File: config.mk
export PLATFORM = sky130hd
export DESIGN_NAME = capture_readout
export DESIGN_NICKNAME = d
export VERILOG_FILES = /design/src/rtl/capture_readout.sv
export SDC_FILE = /design/constraint.sdc
export NUM_CORES = 1
export LEC_CHECK = 0
export CORE_MARGIN = 4
export CORE_UTILIZATION = 44
export CTS_BUF_LIST = sky130_fd_sc_hd__clkbuf_2 sky130_fd_sc_hd__clkbuf_4 sky130_fd_sc_hd__clkbuf_8
export DETAILED_ROUTE_END_ITERATION = 8
export GPL_TIMING_DRIVEN = 0
export PLACE_DENSITY = 0.74
export SYNTH_ARGS = -nofsm -noshare
export SYNTH_HDL_FRONTEND = slang
export SYNTH_SLANG_ARGS = --single-unit
File: constraint.sdc
create_clock -name CLK -period 2.9 [get_ports CLK]
set_clock_uncertainty 0.15 [all_clocks]
set_input_delay 0.725 -clock CLK [delete_from_list [all_inputs] [get_ports CLK]]
set_output_delay 0.725 -clock CLK [all_outputs]
set_load 0.1 [all_outputs]
File: src/rtl/capture_readout.sv
// Streams a finished capture from the sample RAM to the MCU bus, starting Pre_Trig samples before the trigger.
// Optional macro READOUT_CHECKSUM_EN adds an 8-bit running checksum output of the consumed samples.
module capture_readout #(
  parameter int unsigned ADDR_W  = 18,
  parameter int unsigned RAM_LAT = 1
) (
  input  logic              CLK,
  input  logic              RST,
  input  logic              Write_Ready,
  input  logic [ADDR_W-1:0] Trig_Addr,
  input  logic [ADDR_W-1:0] Pre_Trig,
  input  logic [ADDR_W-1:0] Read_Len,
  input  logic              Read_Start,
  input  logic              Read_Req,
  input  logic [7:0]        RAM_DATA_A,
  input  logic [7:0]        RAM_DATA_B,
  output logic [ADDR_W-1:0] RAM_Addr,
  output logic              RAM_RD,
  output logic [7:0]        DATA_OUT_A,
  output logic [7:0]        DATA_OUT_B,
  output logic              Data_Valid,
  output logic              Busy,
`ifdef READOUT_CHECKSUM_EN
  output logic [7:0]        Checksum,
`endif
  output logic              Read_Done
);

  typedef enum logic [2:0] {
    S_IDLE, S_WAIT_WR, S_LOAD, S_FETCH, S_WAIT_RAM, S_HOLD, S_DONE
  } state_t;

  state_t            state_q, state_d;
  logic [ADDR_W-1:0] addr_q, addr_d;
  logic [ADDR_W-1:0] remain_q, remain_d;
  logic [ADDR_W-1:0] ram_addr_q, ram_addr_d;
  logic [1:0]        lat_q, lat_d;
  logic [7:0]        data_a_q, data_a_d, data_b_q, data_b_d;
  logic              ram_rd_q, ram_rd_d;
  logic              valid_q, valid_d;
  logic              busy_q, busy_d;
  logic              done_q, done_d;

  always_comb begin
    state_d  = state_q;
    addr_d   = addr_q;
    remain_d = remain_q;
    lat_d    = lat_q;
    data_a_d = data_a_q;
    data_b_d = data_b_q;

    case (state_q)
      S_IDLE, S_DONE: begin
        if (Read_Start) state_d = Write_Ready ? S_LOAD : S_WAIT_WR;
      end
      S_WAIT_WR: begin
        if (Write_Ready) state_d = S_LOAD;
      end
      S_LOAD: begin
        addr_d   = Trig_Addr - Pre_Trig;
        remain_d = Read_Len;
        state_d  = (Read_Len == '0) ? S_DONE : S_FETCH;
      end
      S_FETCH: begin
        lat_d   = '0;
        state_d = S_WAIT_RAM;
      end
      S_WAIT_RAM: begin
        if (lat_q == 2'(RAM_LAT - 1)) begin
          data_a_d = RAM_DATA_A;
          data_b_d = RAM_DATA_B;
          state_d  = S_HOLD;
        end else begin
          lat_d = lat_q + 2'd1;
        end
      end
      S_HOLD: begin
        if (Read_Req) begin
          addr_d   = addr_q + ADDR_W'(1);
          remain_d = remain_q - ADDR_W'(1);
          state_d  = (remain_q == ADDR_W'(1)) ? S_DONE : S_FETCH;
        end
      end
      default: state_d = S_IDLE;
    endcase

    // A new capture overwrites the RAM under us: abandon, keep the last shown sample
    if (!Write_Ready && (state_q inside {S_LOAD, S_FETCH, S_WAIT_RAM, S_HOLD})) begin
      state_d  = S_IDLE;
      data_a_d = data_a_q;
      data_b_d = data_b_q;
    end

    ram_rd_d   = (state_d == S_FETCH);
    ram_addr_d = (state_d == S_FETCH) ? addr_d : ram_addr_q;
    valid_d    = (state_d == S_HOLD);
    busy_d     = (state_d inside {S_WAIT_WR, S_LOAD, S_FETCH, S_WAIT_RAM, S_HOLD});
    done_d     = (state_d == S_DONE);
  end

  always_ff @(posedge CLK) begin
    if (RST) begin
      state_q    <= S_IDLE;
      addr_q     <= '0;
      remain_q   <= '0;
      ram_addr_q <= '0;
      lat_q      <= '0;
      data_a_q   <= '0;
      data_b_q   <= '0;
      ram_rd_q   <= 1'b0;
      valid_q    <= 1'b0;
      busy_q     <= 1'b0;
      done_q     <= 1'b0;
    end else begin
      state_q    <= state_d;
      addr_q     <= addr_d;
      remain_q   <= remain_d;
      ram_addr_q <= ram_addr_d;
      lat_q      <= lat_d;
      data_a_q   <= data_a_d;
      data_b_q   <= data_b_d;
      ram_rd_q   <= ram_rd_d;
      valid_q    <= valid_d;
      busy_q     <= busy_d;
      done_q     <= done_d;
    end
  end

  assign RAM_Addr   = ram_addr_q;
  assign RAM_RD     = ram_rd_q;
  assign DATA_OUT_A = data_a_q;
  assign DATA_OUT_B = data_b_q;
  assign Data_Valid = valid_q;
  assign Busy       = busy_q;
  assign Read_Done  = done_q;

`ifdef READOUT_CHECKSUM_EN
  logic [7:0] checksum_q, checksum_d;
  logic       accept_c;

  // Sum of both channels of every sample the consumer actually took
  always_comb begin
    accept_c   = (state_q == S_HOLD) && Read_Req && Write_Ready;
    checksum_d = checksum_q;
    if (state_q == S_LOAD)  checksum_d = '0;
    else if (accept_c)      checksum_d = checksum_q + data_a_q + data_b_q;
  end

  always_ff @(posedge CLK) begin
    if (RST) checksum_q <= '0;
    else     checksum_q <= checksum_d;
  end

  assign Checksum = checksum_q;
`else
  // Checksum hardware not built
`endif

endmodule
## After elaboration in Yosys (flattened, before gate mapping)

Cells that the tools add are included.

- Output and inout bits: 38
- Bits of input ports: 75
- Memories kept: 0
- Bits in read-only memories: 0
- Register bits: 79
- Memory bits (writable): 0
- Bits in latches: 0

- Bitwise gates (word level): 1
- Div/mod/pow operators: 0
- Mux-type cells: 15
- Multipliers: 0
- Eq/ne operators: 15
- Magnitude comparators: 0
- Add/subtract/negate cells: 4
- Shifts and indexed selects: 0
- Reductions and logical operators: 13

Operators by type and width:

| kind | number |
|---|---|
| case mux 18 bit (2 select lines) | 2 |
| 2-to-1 mux 18 bit | 2 |
| 2-to-1 mux 3 bit | 7 |
| adder 18 x 1 -> 18 bit (second input constant) | 1 |
| equality test 18 x 1 -> 1 bit (second input constant) | 1 |
| equality test 3 bit (second input constant) | 6 |
| logical NOT 18 bit | 1 |
| case mux 3 bit (6 select lines) | 1 |
| subtractor 18 x 1 -> 18 bit (second input constant) | 1 |
| subtractor 18 bit | 1 |
| equality test 3 x 2 -> 1 bit (second input constant) | 4 |
| equality test 3 x 1 -> 1 bit (second input constant) | 2 |
| nonzero test 5 bit | 1 |
| 2-to-1 mux 2 bit | 2 |
| inequality test 2 bit (second input constant) | 2 |
| case mux 2 bit (2 select lines) | 1 |
| AND reduction 2 bit | 2 |
| nonzero test 2 bit | 2 |
| nonzero test 4 bit | 1 |
| logical NOT 3 bit | 1 |
| AND reduction 3 bit | 1 |
| adder 2 x 1 -> 2 bit (second input constant) | 1 |
| logical NOT 2 bit | 1 |
| OR reduction 2 bit | 1 |
| other kinds (3) | 3 |

## Longest topological paths before layout

Gate-level depths: netlist of the first run.

- Word-level depth: 7
- Depth in mapped cells: 11
- Gate-level depth less buffers: 11

## Worst setup path before layout of the first run

OpenSTA, ideal clock, no wires.

- Kind: input to register
- Start point: input Pre_Trig[4]
- End point: register ram_addr_q[9], in the netlist RAM_Addr[9]
- Required time: 2.604 ns
- Stages: 9
- Setup slack: -0.053 ns
- Arrival time: 2.657 ns
- Library setup time: 0.146 ns
- Cell sequence: inv_1 ha_1 a21o_1 a211o_1 o21ai_0 o21ai_0 xor2_1 a221oi_1 a211oi_2

- Longest elaborated chain between the ends: 2

Ends and longest elaborated chain:

| element | line | source |
|---|---|---|
| start: declaration | 11 | `input logic [ADDR_W-1:0] Pre_Trig,` |
| subtractor 18 bit | 60 | `addr_d = Trig_Addr - Pre_Trig;` |
| case mux 18 bit (2 select lines) | 52 | `case (state_q)` |
| end signal: assignment | 118 | `ram_addr_q <= ram_addr_d;` |
| end: declaration | 36 | `logic [ADDR_W-1:0] ram_addr_q, ram_addr_d;` |

No other way between the ends.
A chain may end at the register's enable or synchronous reset.

## Worst setup path in the final report of the first run

- Start point: input Pre_Trig[11]
- End point: register ram_addr_q[15], in the netlist RAM_Addr[15]

The elaborated chain is that of the path after synthesis.

==> results of run 1 <==
-- cells in the mapped netlist, types with 7 or more instances --
master and instances:
sky130_fd_sc_hd__a21oi_1 63, sky130_fd_sc_hd__nand2b_1 8, sky130_fd_sc_hd__dfxtp_1 79, sky130_fd_sc_hd__nor4_1 9, sky130_fd_sc_hd__a211oi_2 19, sky130_fd_sc_hd__a211oi_1 8, sky130_fd_sc_hd__xnor2_1 9, sky130_fd_sc_hd__nand3_1 12
sky130_fd_sc_hd__xor2_1 7, sky130_fd_sc_hd__nor2_1 82, sky130_fd_sc_hd__nand2_1 79, sky130_fd_sc_hd__nand4_1 8, sky130_fd_sc_hd__inv_1 32, sky130_fd_sc_hd__ha_1 21, sky130_fd_sc_hd__o21ai_0 39, sky130_fd_sc_hd__clkbuf_1 28
sky130_fd_sc_hd__nor3_1 15
-- power by group through the flow --
stage               combinational [mW]  clock [mW]  sequential (mW)
floorplan                        0.655           0             1.60
global placement                  1.32           0             1.29
detailed placement                1.35           0             1.30
CTS                               1.38       0.808             1.27
global route                      1.53       0.859             1.29
finish                            1.42       0.794             1.27
-- state kept, by name, indices dropped and copies added, names as in the netlist --
signal	count
RAM_Addr	18
state_q	3
Busy	1
DATA_OUT_B	8
DATA_OUT_A	8
RAM_RD	1
addr_q	18
lat_q	2
Read_Done	1
Data_Valid	1
remain_q	18
-- stage by stage --
stage	cell area (sq um)	std cells	TNS [ns]	hold slack, ns	worst slack (ns)
3_3_place_gp	6040	870	-12.56	0.292	-0.765
5_1_grt	6450	889	-0.164	0.328	-0.0691
4_1_cts	6310	884	0	0.310	0.0175
3_5_place_dp	6040	870	-13.98	0.299	-0.761
6_report	6450	889	0	0.306	0.0574
2_1_floorplan	4750	622	0	0.299	0.0784
-- layer usage --
layer | part of all wire | global-route usage | vias up | routed length, um
met3 | 0.081 | 0.0614 | 25 | 1130
met2 | 0.48 | 0.377 | 200 | 6760
li1 | - | - | 2478 | -
met4 | 0.016 | 0.0552 | 0 | 223
met1 | 0.42 | 0.261 | 2379 | 5860
met5 | 0 | 0 | - | 0
-- area by class of cell --
| type | instances | area share |
|---|---|---|
| well taps | 136 | 0.0264 |
| clock inverters | 2 | 0.00213 |
| flip-flops and latches | 79 | 0.245 |
| repair buffers | 119 | 0.183 |
| clock buffers | 14 | 0.0279 |
| multi-input cells | 475 | 0.473 |
| inverters | 33 | 0.0192 |
| plain buffers | 31 | 0.0231 |
-- worst paths after layout --
| check | startpoint | to | slack (ns) | cells after the start |
|---|---|---|---|---|
| worst min register to register | DATA_OUT_A[1]$_SDFFE_PP0P_ | DATA_OUT_A[1]$_SDFFE_PP0P_ | 0.31 | 2 |
| worst max register to register | state_q[1]$_SDFF_PP0_ | RAM_Addr[16]$_SDFFE_PP0P_ | 0.27 | 8 |
| worst min-delay path | DATA_OUT_A[1]$_SDFFE_PP0P_ | DATA_OUT_A[1]$_SDFFE_PP0P_ | 0.31 | 2 |
| worst max-delay path | Pre_Trig[11] | RAM_Addr[15]$_SDFFE_PP0P_ | 0.06 | 9 |
-- cell families after synthesis --
group / count (synthesis) / synth area share
AND/OR/NAND/NOR: 244 / 0.238
AO/OA/AOI/OAI: 187 / 0.267
multiplexers: 6 / 0.0126
XOR/XNOR: 16 / 0.0295
flip-flops: 79 / 0.333
adder cells (fa/ha/maj): 22 / 0.0595
buffers and inverters: 68 / 0.0603
-- worst min-delay path, delay by kind of cell, from the launching register on --
kind	cells	cell delay [ns]
flops	1	0.31
compound gates	1	0.05
simple gates	1	0.05
-- what timing repair did --
action | 4_1_cts | 5_1_grt
gates resized for setup | 23 | 27
setup buffers | 2 | 5
endpoints found under the setup margin | 20 | 12
pin swaps | 11 | 15
==> metrics.log, run 1 <==
INFO  metric outcome = completed
INFO  metric vdd_ir_drop_max = 0.334 mV
INFO  metric area_delta_synth_final = 35.7%
INFO  metric final_max_slew_viol_count = 0
INFO  metric grt_start_max_net_pins = 13
INFO  metric cts_max_path_buffers = 2
INFO  metric netlist_top_cells_area = sky130_fd_sc_hd__dfxtp_1 33%, sky130_fd_sc_hd__a21oi_1 6.6%, sky130_fd_sc_hd__nor2_1 6.5%, sky130_fd_sc_hd__nand2_1 6.2%, sky130_fd_sc_hd__ha_1 5.5%
INFO  metric power_frac_comb = 0.407
INFO  metric dp.final_hpwl = 10.5 mm
INFO  metric report.power.total = 3.49 mW
INFO  metric netlist_area_before_placement = roughly 4800 sq um
INFO  metric worst-path-max-fanout = 7
INFO  metric max_clock_freq = between 300 and 400 MHz
INFO  metric hold_buffers = 0
INFO  metric power.density_cell_area = 541 nW/um^2
INFO  metric final_nets = 845
INFO  metric drt_pass1_iterations = 5
INFO  metric clock_tree_from_tritoncts = yes
INFO  metric synthesis.nets = 719
INFO  metric synth.avg_cell_area = 7.64 sq um
INFO  metric cp_data_arrival_time = between 2 and 3 ns
INFO  metric maxSlewHeadroom = 0.336
INFO  metric floorplan.io_pins = 113
INFO  metric drt_first_iter_violations = between 300 and 400
INFO  metric final_common_cell = sky130_fd_sc_hd__clkdlybuf4s50_1
INFO  metric grt_antenna_before_repair = 0
INFO  metric crit_family = compound AO/OA/AOI/OAI gates
INFO  metric multiInputGateArea = 3050 sq um
INFO  metric power.switching_fraction = 0.398
INFO  metric route.antenna.remaining_nets = 0
INFO  metric crit_slowest_cell = sky130_fd_sc_hd__clkdlybuf4s50_1
INFO  metric finalSetupViolations = 0
INFO  metric synth_seq_area_share = 0.333
INFO  metric ys.flop_type = sky130_fd_sc_hd__dfxtp_1
INFO  metric timing.critical_path.buf_inv = 2
INFO  metric async_reset_ff_frac = 0
INFO  metric initial_util = 0.456
INFO  metric die_w = around 110 um
INFO  metric synth_area_leader_cell = sky130_fd_sc_hd__dfxtp_1
INFO  metric fillCellCount = 932
INFO  metric buffer_ports.inserted = 112
INFO  metric chipHeight = 112 um
INFO  metric holdCritPathClass = reg -> reg
INFO  metric timing.critical_path.cells = clkdlybuf4s50_1 -> inv_1 -> ha_2 -> nand2_1 -> or3_1 -> o2111ai_1 -> xor2_1 -> a21oi_2 -> a211oi_2
INFO  metric num_vias = 5082
INFO  metric worst_setup_path_start_kind = input port
INFO  metric synth_top_area_share = 0.333
INFO  metric post_synth_inst_count = roughly 620
INFO  metric finalWeightedCongestion = 0.898
INFO  metric required = 3.02 ns
INFO  metric core-area = 10400 sq um
INFO  metric final_layout_size_suffix_gt1_frac = 0.117
INFO  metric grt_use_total = 0.216
INFO  metric insertion_delay = 0.35 ns
INFO  metric design.die.area = 12500 sq um
INFO  metric netSwitchingPower = 1.39 mW
INFO  metric clkPwrFrac = 0.227
INFO  metric leading_cell_types_in_the_layout_fill_and_taps_excluded = 106 x sky130_fd_sc_hd__clkdlybuf4s50_1, 82 x sky130_fd_sc_hd__nor2_1, 79 x sky130_fd_sc_hd__dfxtp_1, 79 x sky130_fd_sc_hd__nand2_1, 61 x sky130_fd_sc_hd__a21oi_1
INFO  metric leakagePower = 2.35 nW
INFO  metric average_routed_wire_per_standard_cell = 15.7 um
INFO  metric total_number_of_clock_tree_sinks = 79
INFO  metric worst_slew_pin_slew = 0.993 ns
INFO  metric timing.setup.critical_path_class = in -> reg
INFO  metric hold_violations_final = 0
INFO  metric globalRoute.totalOverflow = 0
INFO  metric cp_slowest_stage_delay = 0.46 ns
INFO  metric post-route-min-period = 2.84 ns
INFO  metric fin_util = 0.619
INFO  metric drt_drc_violations_left = 0
INFO  metric internal_power = 2.10 mW
INFO  metric ys.warnings.count = 0
INFO  metric finalWirelength = 14.0 mm
INFO  metric cell_rows = 37
INFO  metric maxCapViolCount = 0
INFO  metric first_pass_grt_wire_length = 22.8 mm
INFO  metric pwr-share-seq = 0.365
INFO  metric htree_levels = 3
INFO  metric flip_flop_and_latch_area = about 1600 sq um
INFO  metric cts_inserted_buffers = 9
INFO  metric cts.reportedPaths.clkPinSlew = 0.08 ns
INFO  metric antennaDiodeCount = 0
INFO  metric synth_edf_count = 0
INFO  metric yosys.cell_types.count = 63
INFO  metric final.period_utilization = 0.980
INFO  metric route.detailed.vias_per_inst = between 5 and 6
INFO  metric first_global_vias = between 4000 and 5000
INFO  metric endpoint_kind = flop
INFO  metric rsz0062_at_grt = true
INFO  metric root_buffer = sky130_fd_sc_hd__clkbuf_8
INFO  metric ys_seq_elements = 79
No activity file was read; power rests on OpenSTA's default activity.
==> run 2, diff against run 1 <==
--- a/config.mk
+++ b/config.mk
@@ -9,6 +9,7 @@
 export CORE_UTILIZATION = 44
 export CTS_BUF_LIST = sky130_fd_sc_hd__clkbuf_2 sky130_fd_sc_hd__clkbuf_4 sky130_fd_sc_hd__clkbuf_8
 export DETAILED_ROUTE_END_ITERATION = 8
+export GPL_ROUTABILITY_DRIVEN = 1
 export GPL_TIMING_DRIVEN = 0
 export PLACE_DENSITY = 0.74
 export SYNTH_ARGS = -nofsm -noshare
==> results of run 2 <==
Final layout, timing and power as in run 1 (identical DEF).
==> edit: new RTL, config.mk and constraints of run 2 <==
Add a define of `READOUT_CHECKSUM_EN`.
--- a/src/rtl/capture_readout.sv
+++ b/src/rtl/capture_readout.sv
@@ -1,5 +1,7 @@
 // Streams a finished capture from the sample RAM to the MCU bus, starting Pre_Trig samples before the trigger.
 // Optional macro READOUT_CHECKSUM_EN adds an 8-bit running checksum output of the consumed samples.
+`define READOUT_CHECKSUM_EN
+
 module capture_readout #(
   parameter int unsigned ADDR_W  = 18,
   parameter int unsigned RAM_LAT = 1
Behaviour (old outputs only; new: Checksum): unchanged (Yosys induction, for registers that start in step).
==> edit against run 2 <==
Area after synthesis grew 15%. Worst setup slack lost 0.016 ns. Maximum frequency shrank 0.57%. Power shrank 0.38%. Wire length grew 13%. Sequential cell count grew 8. Clock power grew 9.8%. Design area grew 17%. Utilization grew 0.57 points. Critical path type is now reg -> reg. Largest power group is now sequential cells.
==> edit: results (changes against run 2) <==
stage	metric	value	unit	change
pwr	intPower	2.18	mW	+3.9%
final_layout	antenna_cells	0		unchanged
grt	groute.usage.overall	21.9	%	+0.26 points
placed_design	place_hpwl	12000	um	+14%
final_layout	num-fill-cells	1057		+13%
clocking	ctsResizeCount	32		+39%
logic_synthesis	synth_mux_area_share	4.45	%	+3.2 points
outcome	status	complete, no violations		
logic_synthesis	synth-compound-area-share	24.1	%	-2.6 points
worst_setup_path	cpMaxStageDelayCell	fa_1		
grt	grt_first_pass_wirelength	26000	um	+14%
timing	relSlewSlack	32.1	%	-1.5 points
grt	met3_usage	4.18	%	-2.0 points
drt	met1_length	6730	um	+15%
drt	drt-vias-per-instance	5.55		-2.9%
grt	grt_max_degree	15		+2
drt	dr_wl_met3	1000	um	-11%
worst_setup_path	critical-path-max-stage-delay	0.54	ns	+0.08 ns
drt	dr.first_iter.drc_count	433		+38%
logic_synthesis	yosysSeqAreaShare	31.9	%	-1.4 points
final_layout	finalNetCount	939		+11%
drt	wl_met2	7820	um	+16%
final_layout	drive_above_1_share	15.6	%	+3.9 points
placed_design	pre_cts_slack	-0.914	ns	-0.154 ns
logic_synthesis	synth_xor_area_share	2.25	%	-0.70 points
logic_synthesis	synthesis.nets	793		+10%
pwr	leakage	2.95	nW	+26%
logic_synthesis	yosys.cell_types.count	65		+3.2%
pwr	peakVddDrop	314	uV	-5.9%
grt	grt.met1_usage	26.9	%	+0.87 points
logic_synthesis	synth_adder_area_share	9.49	%	+3.5 points
drt	routed_wl	15900	um	+13%
logic_synthesis	synth_top_cells_by_area	dfxtp_1, nor2_1, ha_1, mux2i_1, a21oi_1		
worst_setup_path	cp_top_family	adder cells		
clocking	clock_path_buffers	2		unchanged
logic_synthesis	netlist_top_cells_count	nor2_1, dfxtp_1, nand2_1		
grt	grt_pass1_vias	5535		+12%
worst_setup_path	path_max_fanout	3		-4
clocking	cts_max_level	3		unchanged
placed_design	gp_routability_congestion	0.896		-0.26%
==> edit: worst paths after layout <==
check / start / end / slack (ns) / cells past startpoint
worst max-delay path: Checksum[1] / Checksum[7] / 0.04 / 11
worst min-delay path: Checksum[4] / Checksum[4] / 0.34 / 2
worst max register to register: Checksum[1] / Checksum[7] / 0.04 / 11
worst min register to register: Checksum[4] / Checksum[4] / 0.34 / 2
==> edit: area by class of cell <==
type	count	share of cell area (%)
Inverter	43	2.31
Clock buffer	11	2.01
Clock inverter	5	0.747
Timing Repair Buffer	135	17.5
Multi-Input combinational cell	523	49.2
Buffer	29	1.71
Sequential cell	87	23.7
Tap cell	168	2.79
==> edit: metrics by stage <==
| step | instances | area (um2) | utilization, % | TNS [ns] | hold WS [ns] |
|---|---|---|---|---|---|
| 3_5_place_dp | 970 | 6970 | 57.7 | -18.26 | 0.332 |
| 2_1_floorplan | 682 | 5550 | - | -0.110 | 0.300 |
| 5_1_grt | 1001 | 7540 | 62.5 | -0.0355 | 0.351 |
| 3_3_place_gp | 970 | 6970 | 57.7 | -15.67 | 0.309 |
| 6_report | 1001 | 7540 | 62.5 | 0 | 0.339 |
| 4_1_cts | 999 | 7380 | 61.2 | 0 | 0.342 |
==> edit: power by group through the flow <==
stage	combinational, mW	sequential, mW	clock (mW)
floorplan	0.576	1.61	0
global placement	1.15	1.37	0
detailed placement	1.17	1.37	0
CTS	1.21	1.34	0.894
global route	1.35	1.36	0.952
finish	1.26	1.34	0.872
==> edit: worst register-to-register path, stage by stage, from the launching register on <==
cell      delay [ns]
dfxtp_4         0.36
fa_1            0.54
ha_2            0.19
inv_2           0.04
fa_2            0.41
nor2b_4         0.15
o21ai_2         0.08
a21boi_2        0.17
o21ai_2         0.08
nand3_1         0.08
nor3b_4         0.21
mux2_4          0.31
